`config.mk`:
```
export PLATFORM = sky130hd
export DESIGN_NAME = svm_feat_framer_flat
export DESIGN_NICKNAME = d
export VERILOG_FILES = /design/src/rtl/svm_feat_framer_pkg.sv /design/src/rtl/svm_feat_framer_if.sv /design/src/rtl/svm_feat_framer_quant.sv /design/src/rtl/svm_feat_framer.sv /design/src/flat_wrapper.sv
export SDC_FILE = /design/constraint.sdc
export NUM_CORES = 1
export LEC_CHECK = 0
export ABC_AREA = 1
export CAP_MARGIN = 20
export CORE_UTILIZATION = 46
export CTS_BUF_LIST = sky130_fd_sc_hd__clkbuf_4 sky130_fd_sc_hd__clkbuf_8
export CTS_CLUSTER_DIAMETER = 50
export DETAILED_ROUTE_END_ITERATION = 10
export GPL_TIMING_DRIVEN = 0
export PLACE_DENSITY = 0.91
export REMOVE_ABC_BUFFERS = 1
export SKIP_CTS_REPAIR_TIMING = 1
export SLEW_MARGIN = 0
export SYNTH_ARGS = -nofsm -noshare
export SYNTH_HDL_FRONTEND = slang
export SYNTH_SLANG_ARGS = --single-unit
```
`constraint.sdc`:
```
create_clock -name clk -period 1.4 [get_ports clk]
set_clock_uncertainty 0.05 [all_clocks]
set_input_delay 0.28 -clock clk [delete_from_list [all_inputs] [get_ports clk]]
set_output_delay 0.28 -clock clk [all_outputs]
set_load 0.05 [all_outputs]
```
`src/rtl/svm_feat_framer_pkg.sv`:
```
// Shared constants and types for the SVM feature framer.
// Optional rounding quantizer is selected by SVM_FEAT_ROUND_EN.
package svm_feat_pkg;

  localparam int N_FEAT     = 4;
  localparam int FEAT_W     = 4;
  localparam int RAW_W      = 8;
  localparam int SHIFT      = RAW_W - FEAT_W;
  localparam int ROUND_HALF = 1 << (SHIFT - 1);
  localparam int IDX_W      = $clog2(N_FEAT);
  localparam int VEC_W      = N_FEAT * FEAT_W;

  typedef enum logic [0:0] {
    COLLECT = 1'b0,
    PRESENT = 1'b1
  } state_e;

endpackage

```
`src/rtl/svm_feat_framer_if.sv`:
```
// Sample-in / vector-out streams between source, framer and classifier.
// slave = framer side, master = source/consumer side.
interface svm_feat_framer_if;
  import svm_feat_pkg::*;

  logic             s_valid;
  logic             s_ready;
  logic [RAW_W-1:0] s_data;
  logic             s_last;
  logic             m_valid;
  logic             m_ready;
  logic [VEC_W-1:0] m_feats;

  modport slave (
    input  s_valid, s_data, s_last, m_ready,
    output s_ready, m_valid, m_feats
  );

  modport master (
    output s_valid, s_data, s_last, m_ready,
    input  s_ready, m_valid, m_feats
  );

endinterface

```
`src/rtl/svm_feat_framer_quant.sv`:
```
// RAW_W -> FEAT_W quantizer: truncation, or round-half-up with
// saturation when SVM_FEAT_ROUND_EN is defined.
module svm_feat_quant
  import svm_feat_pkg::*;
(
  input  logic [RAW_W-1:0]  raw_i,
  output logic [FEAT_W-1:0] feat_o
);

`ifdef SVM_FEAT_ROUND_EN
  logic [RAW_W:0]  sum;
  logic [FEAT_W:0] rnd;

  always_comb begin
    sum    = {1'b0, raw_i} + (RAW_W+1)'(ROUND_HALF);
    rnd    = (FEAT_W+1)'(sum >> SHIFT);
    // carry out of the top feature bit means the sample rounded past full scale
    feat_o = rnd[FEAT_W] ? '1 : rnd[FEAT_W-1:0];
  end
`else
  always_comb begin
    feat_o = FEAT_W'(raw_i >> SHIFT);
  end
`endif

endmodule

```
`src/rtl/svm_feat_framer.sv`:
```
// Packs N_FEAT quantized samples into one held vector for the classifier.
// Build with SVM_FEAT_ROUND_EN for rounding instead of truncation.
module svm_feat_framer
  import svm_feat_pkg::*;
(
  input  logic             clk,
  input  logic             rst_n,
  svm_feat_framer_if.slave bus,
  output logic             err_frame_o
);

  state_e                        state_q;
  logic [IDX_W-1:0]              idx_q;
  logic [N_FEAT-1:0][FEAT_W-1:0] feats_q;
  logic                          m_valid_q;
  logic                          err_q;
  logic [FEAT_W-1:0]             feat_d;
  logic                          beat;
  logic                          last_slot;

  svm_feat_quant u_quant (
    .raw_i  (bus.s_data),
    .feat_o (feat_d)
  );

  assign beat      = bus.s_valid && (state_q == COLLECT);
  assign last_slot = (idx_q == IDX_W'(N_FEAT-1));

  always_ff @(posedge clk or negedge rst_n) begin
    if (!rst_n) begin
      state_q   <= COLLECT;
      idx_q     <= '0;
      feats_q   <= '0;
      m_valid_q <= 1'b0;
      err_q     <= 1'b0;
    end else begin
      err_q <= 1'b0;
      unique case (state_q)
        COLLECT: begin
          if (beat) begin
            feats_q[idx_q] <= feat_d;
            if (last_slot) begin
              state_q   <= PRESENT;
              m_valid_q <= 1'b1;
              idx_q     <= '0;
              err_q     <= !bus.s_last;
            end else if (bus.s_last) begin
              // early last: drop the partial vector, keep stale slots
              idx_q <= '0;
              err_q <= 1'b1;
            end else begin
              idx_q <= idx_q + 1'b1;
            end
          end
        end
        PRESENT: begin
          if (bus.m_ready) begin
            state_q   <= COLLECT;
            m_valid_q <= 1'b0;
          end
        end
        default: state_q <= COLLECT;
      endcase
    end
  end

  assign bus.s_ready = (state_q == COLLECT);
  assign bus.m_valid = m_valid_q;
  assign bus.m_feats = feats_q;
  assign err_frame_o = err_q;

endmodule

```
`src/flat_wrapper.sv`:
```
// flat-port wrapper written by rule: the top's interface ports become plain ports
module svm_feat_framer_flat import svm_feat_pkg::*;
  (clk, rst_n, err_frame_o, bus_s_valid, bus_s_data, bus_s_last, bus_m_ready, bus_s_ready, bus_m_valid, bus_m_feats);
  svm_feat_framer_if bus_i ();
  input  logic clk;
  input  logic rst_n;
  output logic err_frame_o;
  input wire logic [$bits(bus_i.s_valid)-1:0] bus_s_valid;
  input wire logic [$bits(bus_i.s_data)-1:0] bus_s_data;
  input wire logic [$bits(bus_i.s_last)-1:0] bus_s_last;
  input wire logic [$bits(bus_i.m_ready)-1:0] bus_m_ready;
  output wire logic [$bits(bus_i.s_ready)-1:0] bus_s_ready;
  output wire logic [$bits(bus_i.m_valid)-1:0] bus_m_valid;
  output wire logic [$bits(bus_i.m_feats)-1:0] bus_m_feats;
  assign bus_i.s_valid = bus_s_valid;
  assign bus_i.s_data = bus_s_data;
  assign bus_i.s_last = bus_s_last;
  assign bus_i.m_ready = bus_m_ready;
  assign bus_s_ready = bus_i.s_ready;
  assign bus_m_valid = bus_i.m_valid;
  assign bus_m_feats = bus_i.m_feats;
  svm_feat_framer u_core (.clk(clk), .rst_n(rst_n), .bus(bus_i), .err_frame_o(err_frame_o));
endmodule
```
# After elaboration in Yosys (flattened, before gate mapping)
# Cells that the tools add are included.
[totals]
elab_cells = 38
register_bits = 21
inputBits = 13
[op_classes]
add_sub_neg = 1
order_cmp = 2
n_mux = 17
n_bitwise = 1
eq_ne = 4
reduce_logical = 5
[op_table]
columns = ["operator", "n"]
rows = [
  ["$bwmux 16", 1],
  ["$mux 1", 10],
  ["$demux 4 s2", 1],
  ["$mux 2", 2],
  ["$mux 4", 1],
  ["$ne 2x1->1 const B", 2],
  ["$pmux 1 s2", 2],
  ["$lt 2x3->1 const B", 1],
  ["$reduce_and 3->1", 1],
  ["$add 2x1->2 const B", 1],
  ["$eq 2x2->1 const B", 1],
  ["$ge 2x1->1 const B", 1],
  ["$logic_and 1x1->1", 2],
  ["$ne 2x2->1 const B", 1],
  ["$reduce_and 2->1", 1],
  ["$logic_not 1->1", 1],
  ["$not 1->1", 1],
]

# Longest topological paths before layout
[logic_depth]
word_depth = 5
depth_mapped = 5
ltp_nobuf = 5

# By module
# A second synthesis with hierarchy kept.
[unflattened]
hier_cells = 107
area_unflattened_um2 = 1007.2
[by_module_without_submodules]
columns = ["mod", "cells_each", "seq_area_each_um2", "instances", "area_each_um2"]
rows = [
  ["svm_feat_framer", 103, 525.5, 1, 977.2],
  ["svm_feat_quant", 4, 0.0, 1, 30.0],
]

# Worst setup path before layout
# Ideal clock, no wire load.
[synth_path]
kind = "register to register"
start = "reg u_core.idx_q[0]"
end = "reg u_core.feats_q, in the netlist u_core.bus.m_feats[10]"
n_path_buf = 0
synth_period_minus_slack_ps = 1131
t_arrival_ps = 962
path_stages_with_launch = 6
slack_ps = 269
path_cell_list = "dfrtp_1 inv_1 ha_1 nand3_1 nand2_1 nand2_1"
[synth_via]
elab_chain_len = 5
[synth_lines]
columns = ["element", "line", "source"]
rows = [
  ["from (decl)", "svm_feat_framer.sv:13", "logic [IDX_W-1:0] idx_q;"],
  ["from (signal assigned)", "svm_feat_framer.sv:52", "idx_q <= idx_q + 1'b1;"],
  ["$lt 2x3->1 (not written as such) or $ge 2x1->1 (tied branches)", "svm_feat_framer.sv:41", "feats_q[idx_q] <= feat_d;"],
  ["$logic_and 1x1->1 (not written as such)", "svm_feat_framer.sv:41", ""],
  ["$mux 4 (not written as such)", "svm_feat_framer.sv:41", ""],
  ["$demux 4 s2 *", "n/a", ""],
  ["$bwmux 16 *", "svm_feat_framer.sv:41", ""],
  ["to (signal, indexed assignment)", "svm_feat_framer.sv:41", ""],
  ["to (decl)", "svm_feat_framer.sv:14", "logic [N_FEAT-1:0][FEAT_W-1:0] feats_q;"],
]
# Mark *: on every way between the ends. The rest lies on a longest branch, timed or not.
# A chain may end at the register's enable or synchronous reset.

# Worst setup path in the final report
[layout_path]
start = "reg u_core.state_q"
end = "out bus_s_ready"
[layout_via]
elab_chain_len = 1
[layout_lines]
columns = ["element", "line", "source"]
rows = [
  ["from (decl)", "svm_feat_framer.sv:12", "state_e state_q;"],
  ["from (signal assigned)", "svm_feat_framer.sv:31", "state_q <= COLLECT;"],
  ["from (signal assigned)", "svm_feat_framer.sv:43", "state_q <= PRESENT;"],
  ["from (signal assigned)", "svm_feat_framer.sv:58", "state_q <= COLLECT;"],
  ["$not 1->1 (no source line)", "n/a", ""],
  ["to (decl)", "flat_wrapper.sv:12", "output wire logic [$bits(bus_i.s_ready)-1:0] bus_s_ready;"],
]
# Every way passes these cells.

==> flow_metrics.py <==
metrics = {
    "timing": {
        "postLayoutSetupSlackWorst_ns": 0.001389,
        "worst_slew_pin_slew_ns": 0.9178,
        "drv_slew": 0,
        "min_period_over_period_pct": 99.90,
        "rsz_0062_raised_after_global_routing": "yes",
        "slew_headroom_pct": 38.62,
        "clock.fmax_mhz": 715.0,
        "timing_hold_violations_final": 0,
        "setup_violations": 0,
        "timing.final.crit_period_ns": 1.399,
    },
    "floorplanning": {
        "fp.dieH_um": 47.62,
        "design.die.area_mm2": 0.002267,
        "fp.dieW_um": 47.62,
        "boundaryPins": 32,
        "core_mm2": 0.001962,
        "initial_core_util_pct": 48.79,
        "std_cell_rows": 16,
    },
    "layout": {
        "n_antenna_cell": 0,
        "synthesis_to_finish_area_growth_pct": 23.40,
        "post_route_cells_drive_above_1_share_pct": 22.31,
        "layout.nets": 149,
    },
    "run": {
        "max_cap_check_violation_count": 0,
    },
    "synthesis": {
        "synth_mux_area_share_pct": 0,
        "synth.cell_area_um2": 957.2,
        "synth_simple_gate_area_share_pct": 33.20,
        "post_synth.cell_area_avg_um2": 9.293,
        "synth_area_in_compound_gates_pct": 0.5229,
        "flip_flop_and_latch_count_after_synthesis": 21,
        "seq_area_frac_synth_pct": 54.90,
        "fraction_of_the_mapped_netlist_area_in_adder_cells_pct": 6.536,
        "netlist_instances": 103,
        "synth_top_family_by_area": "simple AND/OR/NAND/NOR gates",
        "post_synth_xor_area_fraction_pct": 0,
        "synthesis.yosys.warnings": 0,
        "synth.lib_cells_used.distinct": 13,
    },
    "setup_path": {
        "timing.critical_path.to_type": "output pin",
        "worstSetupPathType": "flip-flop to output pin",
        "worst-endpoint-arrival_ns": 1.07,
        "worst-endpoint-required_ns": 1.07,
        "critical_path.max_fanout": 23,
        "startpoint_type": "flip-flop",
    },
    "run_status": {
        "outcome": "completed",
    },
    "drt": {
        "drt_first_iter_violations": 15,
        "vias_post_dr": 795,
        "detail_route.drc_violations": 0,
        "vias_per_cell": 5.064,
        "first_pass_iters": 4,
        "drt-total-wl_um": 1933,
        "drtAntennaViolNets": 0,
        "routed_wire_length_per_instance_um": 12.31,
    },
    "clocking": {
        "tritoncts": "built",
        "cts.sink_count": 21,
        "clockRootBuffer": "sky130_fd_sc_hd__clkbuf_4",
        "deepest_clock_path_buffer_count": 2,
        "number_of_h_tree_levels": 1,
        "numCtsBuffers": 3,
        "cts.reportedPaths.clkPinSlew_ns": 0.12,
        "worstSkewPairLatency_ns": 0.32,
    },
    "pwr": {
        "leakage_nw": 0.6377,
        "design_power_total_mw": 2.868,
        "peakVddDrop_uv": 1358,
        "power-per-cell-area_mw_per_mm2": 2428,
    },
    "placement": {
        "numPortBuffers": 27,
        "routability_congestion_estimate": 0.7428,
        "hpwlAfterDp_um": 1364,
        "dp_slack_ns": -0.4913,
    },
    "global_route": {
        "grt_pass1_vias": 693,
        "grt.total_usage_pct": 19.29,
        "grt-ovfl-total": 0,
        "maximum_number_of_pins_on_one_net_before_global_route_repair": 24,
        "grt_antenna_before_repair": 0,
        "grt_first_pass_wirelength_um": 2973,
    },
    "min_path": {
        "hold_wc_path_type": "input port to async pin",
    },
}
-- cell families (layout without fill, tap and decap cells) --
kind of cell    Yosys count  count (layout)
compound gates            1               1
fa+ha+maj                 5               5
buf+inv                   8              35
flops                    21              21
simple gates             68              68
-- path summary, 6_finish.rpt --
check	startpoint	depth (start not counted)	slack, ns	to
setup / recovery	u_core.state_q	2	0.001	bus_s_ready
hold / removal	rst_n	1	0.41	u_core.bus.m_feats[5]
setup reg to reg	u_core.idx_q[0]	5	0.10	u_core.bus.m_feats[11]
hold reg to reg	u_core.bus.m_feats[4]	2	0.43	u_core.bus.m_feats[4]
max in group asynchronous	rst_n	1	0.27	u_core.state_q
min in group clk	u_core.bus.m_feats[4]	2	0.43	u_core.bus.m_feats[4]
-- final cells by class --
class / count / area, um^2
Multi-Input combinational cell: 74 / 385.4
Clock inverter: 1 / 5.005
Tap cell: 27 / 33.78
Sequential cell: 21 / 526.8
Fill cell: 178 / 780.7
Inverter: 4 / 27.53
Clock buffer: 3 / 22.52
Timing Repair Buffer: 27 / 180.2
-- metal layers --
layer	GRT usage [%]	part of all wire, %
met1	23.37	44
met3	2.264	4.9
met5	0	0
met2	32.88	48
met4	11.67	2.6
-- placed cells by master, fill, tap and decap left out, drive strengths merged --
master	count
nand4	16
inv	3
nor2	3
o21ai	1
ha	5
nand3	6
dfrtp	21
clkinv	2
clkdlybuf4s50	7
nand2	43
clkbuf	22
buf	1
-- power breakdown --
part	internal (mW)	switching [mW]	total, mW
Sequential	0.857	0.154	1.01
Combinational	0.337	1.22	1.55
Clock	0.107	0.196	0.303
Total	1.30	1.57	2.87
-- critical path, cell delays in order, from the launching register on --
cell and delay, ns:
sky130_fd_sc_hd__dfrtp_2 0.45, sky130_fd_sc_hd__clkinv_8 0.13, sky130_fd_sc_hd__buf_8 0.17
-- synthesized netlist by cell type (all sizes together) --
| master | number | area [um^2] |
|---|---|---|
| inv | 4 | 15.01 |
| nand4 | 16 | 100.1 |
| ha | 5 | 62.56 |
| nand2 | 43 | 161.4 |
| nand3 | 6 | 45.04 |
| buf | 4 | 31.27 |
| o21ai | 1 | 5.000 |
| dfrtp | 21 | 525.5 |
| nor2 | 3 | 11.26 |
-- metrics by stage --
stage	TNS (ns)	cell area, um^2	hold slack (ns)	util, %	cells
finish	0	1181	0.4143	60.20	157
global route	-0.04585	1181	0.4618	60.20	157
CTS	-9.432	1257	0.4359	64.09	157
detailed placement	-11.67	1230	0.4079	62.69	153
global placement	-9.787	1230	0.4041	62.69	153
floorplan	0	925.9	-0.06559	-	99
-- sequential cells by signal (all words and copies together) (netlist names) --
register,count
u_core.bus.m_feats,16
u_core.idx_q,2
u_core.bus.m_valid,1
u_core.err_frame_o,1
u_core.state_q,1
(Power assumes the default switching activity.)
